### config.mk
export PLATFORM = sky130hd
export DESIGN_NAME = wb_frame_reader
export DESIGN_NICKNAME = d
export VERILOG_FILES = /design/src/rtl/wb_frame_reader.sv
export SDC_FILE = /design/constraint.sdc
export NUM_CORES = 1
export LEC_CHECK = 0
export CORE_MARGIN = 2
export CORE_UTILIZATION = 52
export CTS_BUF_LIST = sky130_fd_sc_hd__clkbuf_8
export DETAILED_ROUTE_END_ITERATION = 10
export PLACE_DENSITY = 0.74
export SETUP_SLACK_MARGIN = 0.1
export SLEW_MARGIN = 10
export SYNTH_ARGS = -nofsm -noshare
export SYNTH_HDL_FRONTEND = slang
export SYNTH_SLANG_ARGS = --single-unit
### constraint.sdc
create_clock -name clk -period 7 [get_ports clk]
set_input_delay 1.05 -clock clk [delete_from_list [all_inputs] [get_ports clk]]
set_output_delay 1.05 -clock clk [all_outputs]
set_load 0.05 [all_outputs]
### src/rtl/wb_frame_reader.sv
// Wishbone classic master that streams a frame buffer, word by word, into a
// show-ahead output FIFO tagged with a start-of-frame flag.
module wb_frame_reader #(
    parameter logic [31:0] BASE_ADDR   = 32'h0000_0000,
    parameter int unsigned FRAME_WORDS = 307200,
    parameter int unsigned FIFO_DEPTH  = 8
) (
    input  logic        clk,
    input  logic        rst,
    input  logic        enable,
    output logic        wb_cyc,
    output logic        wb_stb,
    output logic        wb_we,
    output logic [3:0]  wb_sel,
    output logic [31:0] wb_adr,
    output logic [31:0] wb_dat_ms,
    input  logic [31:0] wb_dat_sm,
    input  logic        wb_ack,
    output logic [31:0] pix_data,
    output logic        pix_sof,
    output logic        pix_valid,
    input  logic        pix_ready
);

    localparam int unsigned IDX_W = (FRAME_WORDS > 1) ? $clog2(FRAME_WORDS) : 1;
    localparam int unsigned PTR_W = (FIFO_DEPTH > 1) ? $clog2(FIFO_DEPTH) : 1;
    localparam int unsigned CNT_W = PTR_W + 1;
    localparam logic [IDX_W-1:0] LAST_IDX = IDX_W'(FRAME_WORDS - 1);
    localparam logic [CNT_W-1:0] DEPTH_C  = CNT_W'(FIFO_DEPTH);

    typedef enum logic {
        IDLE,
        READ
    } state_t;

    state_t           r_state;
    state_t           w_state_next;
    logic [31:0]      r_adr;
    logic [IDX_W-1:0] r_word_idx;
    logic [32:0]      r_mem [FIFO_DEPTH];
    logic [PTR_W-1:0] r_wptr;
    logic [PTR_W-1:0] r_rptr;
    logic [CNT_W-1:0] r_count;
    logic [CNT_W-1:0] w_count_next;
    logic             w_push;
    logic             w_pop;
    logic [32:0]      w_head;

    assign w_push = (r_state == READ) && wb_ack;
    assign w_pop  = pix_valid && pix_ready;

    always_comb begin
        w_count_next = r_count;
        case ({w_push, w_pop})
            2'b10:   w_count_next = r_count + CNT_W'(1);
            2'b01:   w_count_next = r_count - CNT_W'(1);
            default: w_count_next = r_count;
        endcase
    end

    // Staying in READ uses the post-edge count, so a request is never
    // outstanding without a guaranteed free FIFO slot.
    always_comb begin
        w_state_next = r_state;
        case (r_state)
            IDLE: begin
                if (enable && (r_count < DEPTH_C))
                    w_state_next = READ;
            end
            READ: begin
                if (wb_ack)
                    w_state_next = (enable && (w_count_next < DEPTH_C)) ? READ : IDLE;
            end
            default: w_state_next = IDLE;
        endcase
    end

    always_ff @(posedge clk) begin
        if (rst)
            r_state <= IDLE;
        else
            r_state <= w_state_next;
    end

    always_ff @(posedge clk) begin
        if (rst) begin
            r_adr      <= BASE_ADDR;
            r_word_idx <= '0;
            r_wptr     <= '0;
            r_rptr     <= '0;
            r_count    <= '0;
        end else begin
            if (w_push) begin
                r_wptr <= r_wptr + PTR_W'(1);
                if (r_word_idx == LAST_IDX) begin
                    r_word_idx <= '0;
                    r_adr      <= BASE_ADDR;
                end else begin
                    r_word_idx <= r_word_idx + IDX_W'(1);
                    r_adr      <= r_adr + 32'd4;
                end
            end
            if (w_pop)
                r_rptr <= r_rptr + PTR_W'(1);
            r_count <= w_count_next;
        end
    end

    always_ff @(posedge clk) begin
        if (w_push && !rst)
            r_mem[r_wptr] <= {(r_word_idx == '0), wb_dat_sm};
    end

    assign w_head    = r_mem[r_rptr];
    assign pix_data  = w_head[31:0];
    assign pix_sof   = w_head[32];
    assign pix_valid = (r_count != '0);

    assign wb_stb    = (r_state == READ);
    assign wb_cyc    = wb_stb;
    assign wb_adr    = r_adr;
    assign wb_we     = 1'b0;
    assign wb_sel    = 4'hF;
    assign wb_dat_ms = '0;

endmodule

# Word level (Yosys, flattened, before mapping)

Memories as Yosys holds them, arrays and structs flattened. A register that Yosys moved wholly into a read port is not among the register bits.
Cells that the tools add are included.

$add $sub $neg: 6
Bitwise gates (word level): 1
Muxes and demuxes: 11
Reductions and logical operators: 8
$lt $le $gt $ge: 2
Eq/ne operators: 3

Operators by type and width:

| kind                  | count |
|---|---|
| $add 32x3->32 const B | 1 |
| $mux 32               | 1 |
| $add 19x1->19 const B | 1 |
| $eq 19x19->1 const B  | 1 |
| $logic_not 19->1      | 1 |
| $mux 19               | 1 |
| $lt 4x4->1 const B    | 2 |
| $pmux 4 s2            | 1 |
| $add 3x1->3 const B   | 2 |
| $mux 3                | 2 |
| $logic_and 1x1->1     | 5 |
| $mux 1                | 5 |
| $add 4x1->4 const B   | 1 |
| $reduce_bool 4->1     | 1 |
| $sub 4x1->4 const B   | 1 |
| $eq 2x1->1 const B    | 1 |
| $eq 2x2->1 const B    | 1 |
| $pmux 1 s2            | 1 |
| $logic_not 1->1       | 1 |
| $not 1->1             | 1 |

RAM bits: 264
Bits of input ports: 37
Memories: 1
Flip-flop bits (word level): 62

Memories:

| name  | words | bits a word | read ports | clocked after memory_dff | wr ports | RTL line | RTL |
|---|---|---|---|---|---|---|---|
| r_mem | 8     | 33          | 1          | 1                        | 1        | 40       | `logic [32:0] r_mem [FIFO_DEPTH];` |

# Longest topological paths before layout

Depth after elaboration: 9
Gate-level depth with buffers: 11

# Least setup slack after synthesis

Ideal clock, no wire load.

Path type: input to register
From: in wb_ack
To: mem r_mem[2][0], enable pin
Cell stages on the path: 5
Required time: 6.482 ns
Setup slack: 1.340 ns
Library setup time: 0.518 ns
Data arrival time: 5.142 ns
Cell sequence: and2_1 -> clkbuf_1 -> buf_2 -> nand2b_1 -> nor4b_1

Cells in the longest elaborated chain, start to end: 4

RTL lines:

| element                      | RTL line | RTL |
|---|---|---|
| start, declared              | 18       | `input logic wb_ack,` |
| $logic_and 1x1->1            | 49       | `assign w_push = (r_state == READ) && wb_ack;` |
| $logic_and 1x1->1            | 110      | `if (w_push && !rst)` |
| $mux 1                       | 110      |  |
| $mux 1 (not written as such) | 111      | `r_mem[r_wptr] <= {(r_word_idx == '0), wb_dat_sm};` |
| end, declared                | 40       |  |

Every way passes these cells.

==> reports/results.txt <==
The average detailed-routed wire length per instance came out at 19.7 microns. The master cell of the clock root buffer was sky130_fd_sc_hd__clkbuf_8. In this run, post-CTS repair resized a total of 0 instances. Buffers placed on the I/O ports in this run total 102. The logs give 327 for the number of sinks on the clock net and 7322 for the via count of the first global-routing pass. Number of synthesized register bits: 327. The tools report the kind of launch point of the worst setup path as a register. Max-cap violations in this run came to 0. The die area was 27100 sq um. Global-route wire length before repair: 39.8 mm. The most frequent standard cell in the layout excluding fill and tap cells was sky130_fd_sc_hd__edfxtp_1. The run gives 214 MHz as the fmax. The number of pins exceeding their max-slew limit in the final report is 0, and the effective utilization at floorplan is 0.532.

For this run, the detailed router's first-pass iteration total came to 5. The floorplan has 58 rows. The logs give 15700 sq um for the cell area after layout and 0.684 for the proportion of synthesized chip area in sequential cells.

The flow ran to the end, and the final reports show no timing, DRC or antenna violations. Number of distinct library cells after synthesis: 56. During I/O placement, the number of pins put on the boundary was 142. In this run the vertical extent of the chip is 165 microns.

Worst clock skew: 33.3 ps. The fraction of layout cells with a size suffix above 1 is 0.215, and the pin count of the biggest net entering global routing is 40. Setup repair after global routing left no endpoint under its margin. Once the clock tree was built, the setup fixing pass inserted 0 buffers. In this run the power density over the cells is 283 nW/um^2.

The ratio of final minimum period to clock period was 0.669; the placer congestion estimate was 0.768. Total setup violations reported at the end of the flow: 0. The part of the total power dissipated in the clock network was 0.352; the estimated wirelength of the detail-placed design was 14.8 mm.

The class of the worst hold path was reg2reg. Global routing usage on met3: 0.0389. Along the worst path, the maximum fanout reaches 39. For this run, design rule violations remaining after detail routing come to 0. The number of antenna violations at the first check in global routing was 1. For the pin with the worst max-slew slack, the measured transition is 1080 ps. The largest single stage delay on the critical path is 860 ps.

After clock tree synthesis, the flow added hold-fix buffers numbering 0. Along the worst hold path, the cell count comes to 2. Average vias per placed instance: 5.62. The clock latency on the worst-skew pair is 580 ps. Averaged over all synthesized cells, the footprint is 16.8 sq um. The critical path goes through buf_4, mux4_2, mux2_2, clkdlybuf4s50_1. The switching fraction of total power was 0.266. The share of the synthesized area in the top cell type was 0.590; the number of H-tree branching levels was 2. The area growth from synthesis to layout is 17.2%. The analysis attributes to cell leakage a power of 5.09 nW. The mapped netlist covers 13400 sq um. Clock-pin slew was measured on the worst setup and hold paths at 60 ps.

The biggest area contributor in the post-synthesis netlist is sky130_fd_sc_hd__edfxtp_1. Once layout is complete, the cells apart from fillers number 1302. The analysis attributes to net switching a power of 1.19 mW. Summing over every cut layer, the via total after detailed routing is 7318. The library cells used most frequently in the layout, excluding fill and tap cells, are sky130_fd_sc_hd__edfxtp_1 (264), sky130_fd_sc_hd__clkdlybuf4s50_1 (102), sky130_fd_sc_hd__mux4_2 (66). The worst path in the final design needs a cycle of 4680 ps, including I/O delays and setup. The detail route stage leaves a number of antenna-violating nets equal to 0. Maximum vdd ir drop: 0.000270 V. The instance count after placement with tap cells included was 1203. Critical setup path kind: reg2out.

Yosys printed 0 warnings. The number of cells on the worst reg-to-reg path came out at 4. For the number of instances in the synthesized netlist, the log shows 799.

The placed instances occupy a cell area of 14700 sq um. The region available for standard cell placement spans 25300 sq um. The run gives 0.279 as the relative slew slack. The tools report the aggregate global routing overflow as 0.

STA puts the critical path data required time at 5950 ps. In this run the most used layer during global routing was met2. TritonCTS built the clock tree. The combinational share of power is 0.157, and the number of buffers on the longest clock path is 3. The run gives 0.324 as the met2 track demand over resource in global routing. The cell type of the slowest stage on the worst timing path was sky130_fd_sc_hd__dfxtp_4. The number of endpoints with negative hold slack in the final report was 0; the number of buffers added by the clock tree synthesis step was 52. The number of nets at the end of the flow came out at 973. The tools report the met1 usage as 0.257. Yosys attributes the largest share of cell area to sky130_fd_sc_hd__edfxtp_1 (59%), sky130_fd_sc_hd__mux4_2 (11%), sky130_fd_sc_hd__dfxtp_1 (9.4%), sky130_fd_sc_hd__mux2_2 (2.8%), sky130_fd_sc_hd__buf_4 (2.3%). After detailed routing, the total wire length is 25.7 mm. The horizontal die dimension works out to 165 microns. The tools report the setup total negative slack as 0 ps. The all-layer global routing usage came out at 0.192.

For the sequential share of power, the log shows 0.492. STA puts the critical path data arrival time at 3630 ps. Starting DRC count in detailed routing: 701. The type of element capturing the critical path was an output pin. Cell internal power was estimated by the tool at 3.27 mW.
-- per-layer routing --
layer / up-vias / part of all wire
met5: - / 0
met1: 3673 / 0.43
met4: 0 / 0.018
li1: 3387 / -
met3: 43 / 0.058
met2: 215 / 0.50
-- sequential cells by signal, summed over array words and instances, names as in the netlist, named ones only --
signal and flops:
r_word_idx 19, r_wptr 3, wb_adr 30, wb_cyc 1
r_count 4, r_mem 264, r_rptr 3
-- final timing paths --
path	startpoint	end	slack [ps]
hold reg to reg	r_count[2]	r_count[2]	480
setup / recovery	register	pix_data[25]	2320
setup reg to reg	wb_cyc	r_mem[5][28]	3980
hold / removal	r_count[2]	r_count[2]	480
-- cells in the mapped netlist (all sizes together) --
master,count
xor2,19
a21oi,34
clkbuf,19
o31a,1
and4b,1
o31ai,22
mux4,66
a211oi,1
and4,9
dfxtp,63
o311ai,2
nand4b,1
xnor2,5
a31o,2
and3,8
nand3,23
and2,5
o211ai,1
inv,9
buf,59
clkinv,1
nor4b,3
nand2b,2
mux2i,3
o21ba,2
nor4,8
mux2,33
edfxtp,264
or3,7
or3b,2
nor2,29
or4,20
conb,2
nor2b,2
a211o,1
o311a,1
o21ai,11
nor3,2
nor3b,1
a21o,1
nand4,19
nand2,26
ha,9
-- worst max-delay path, delay by kind of cell (launching register included) --
family,cells,cell delay [ps]
buf+inv,2,1310
mux,2,840
flops,1,860
-- stage by stage --
| stage | power [mW] | utilization | hold slack, ps | setup slack, ps |
|---|---|---|---|---|
| 2_1_floorplan | 2.76 | - | 454 | 1340 |
| 3_3_place_gp | 2.93 | 0.582 | 468 | 2830 |
| 3_5_place_dp | 2.94 | 0.582 | 479 | 2820 |
| 4_1_cts | 4.50 | 0.622 | 491 | 2190 |
| 5_1_grt | 4.64 | 0.623 | 521 | 2030 |
| 6_report | 4.46 | 0.623 | 485 | 2320 |
-- kinds of logic (layout without fill, tap and decap cells) --
logic type,Yosys count,count (layout),synth area share
DFF,327,327,0.684
AOI/OAI and AO/OA,79,79,0.0376
other,2,41,0.000559
buffers and inverters,88,222,0.0379
adders and majority gates,9,9,0.00839
muxes,102,102,0.141
and+or+nand+nor,168,168,0.0749
xor gates and xnor gates,24,24,0.0157
-- power groups by stage --
stage	Sequential, mW	Clock (mW)	Combinational [mW]
4_1_cts	2.19	1.61	0.705
6_report	2.19	1.57	0.698
2_1_floorplan	2.20	0	0.564
5_1_grt	2.20	1.69	0.750
3_5_place_dp	2.23	0	0.701
3_3_place_gp	2.23	0	0.695
-- area by class of cell --
cell class | count | area, sq um
Multi-Input combinational cell | 421 | 3930
Timing Repair Buffer | 115 | 1120
Fill cell | 1823 | 9520
Clock inverter | 38 | 218
Sequential cell | 327 | 9200
Inverter | 10 | 37.5
Clock buffer | 59 | 812
Tap cell | 330 | 413
Antenna cell | 2 | 5.00
No activity file was read; power rests on OpenSTA's default activity.
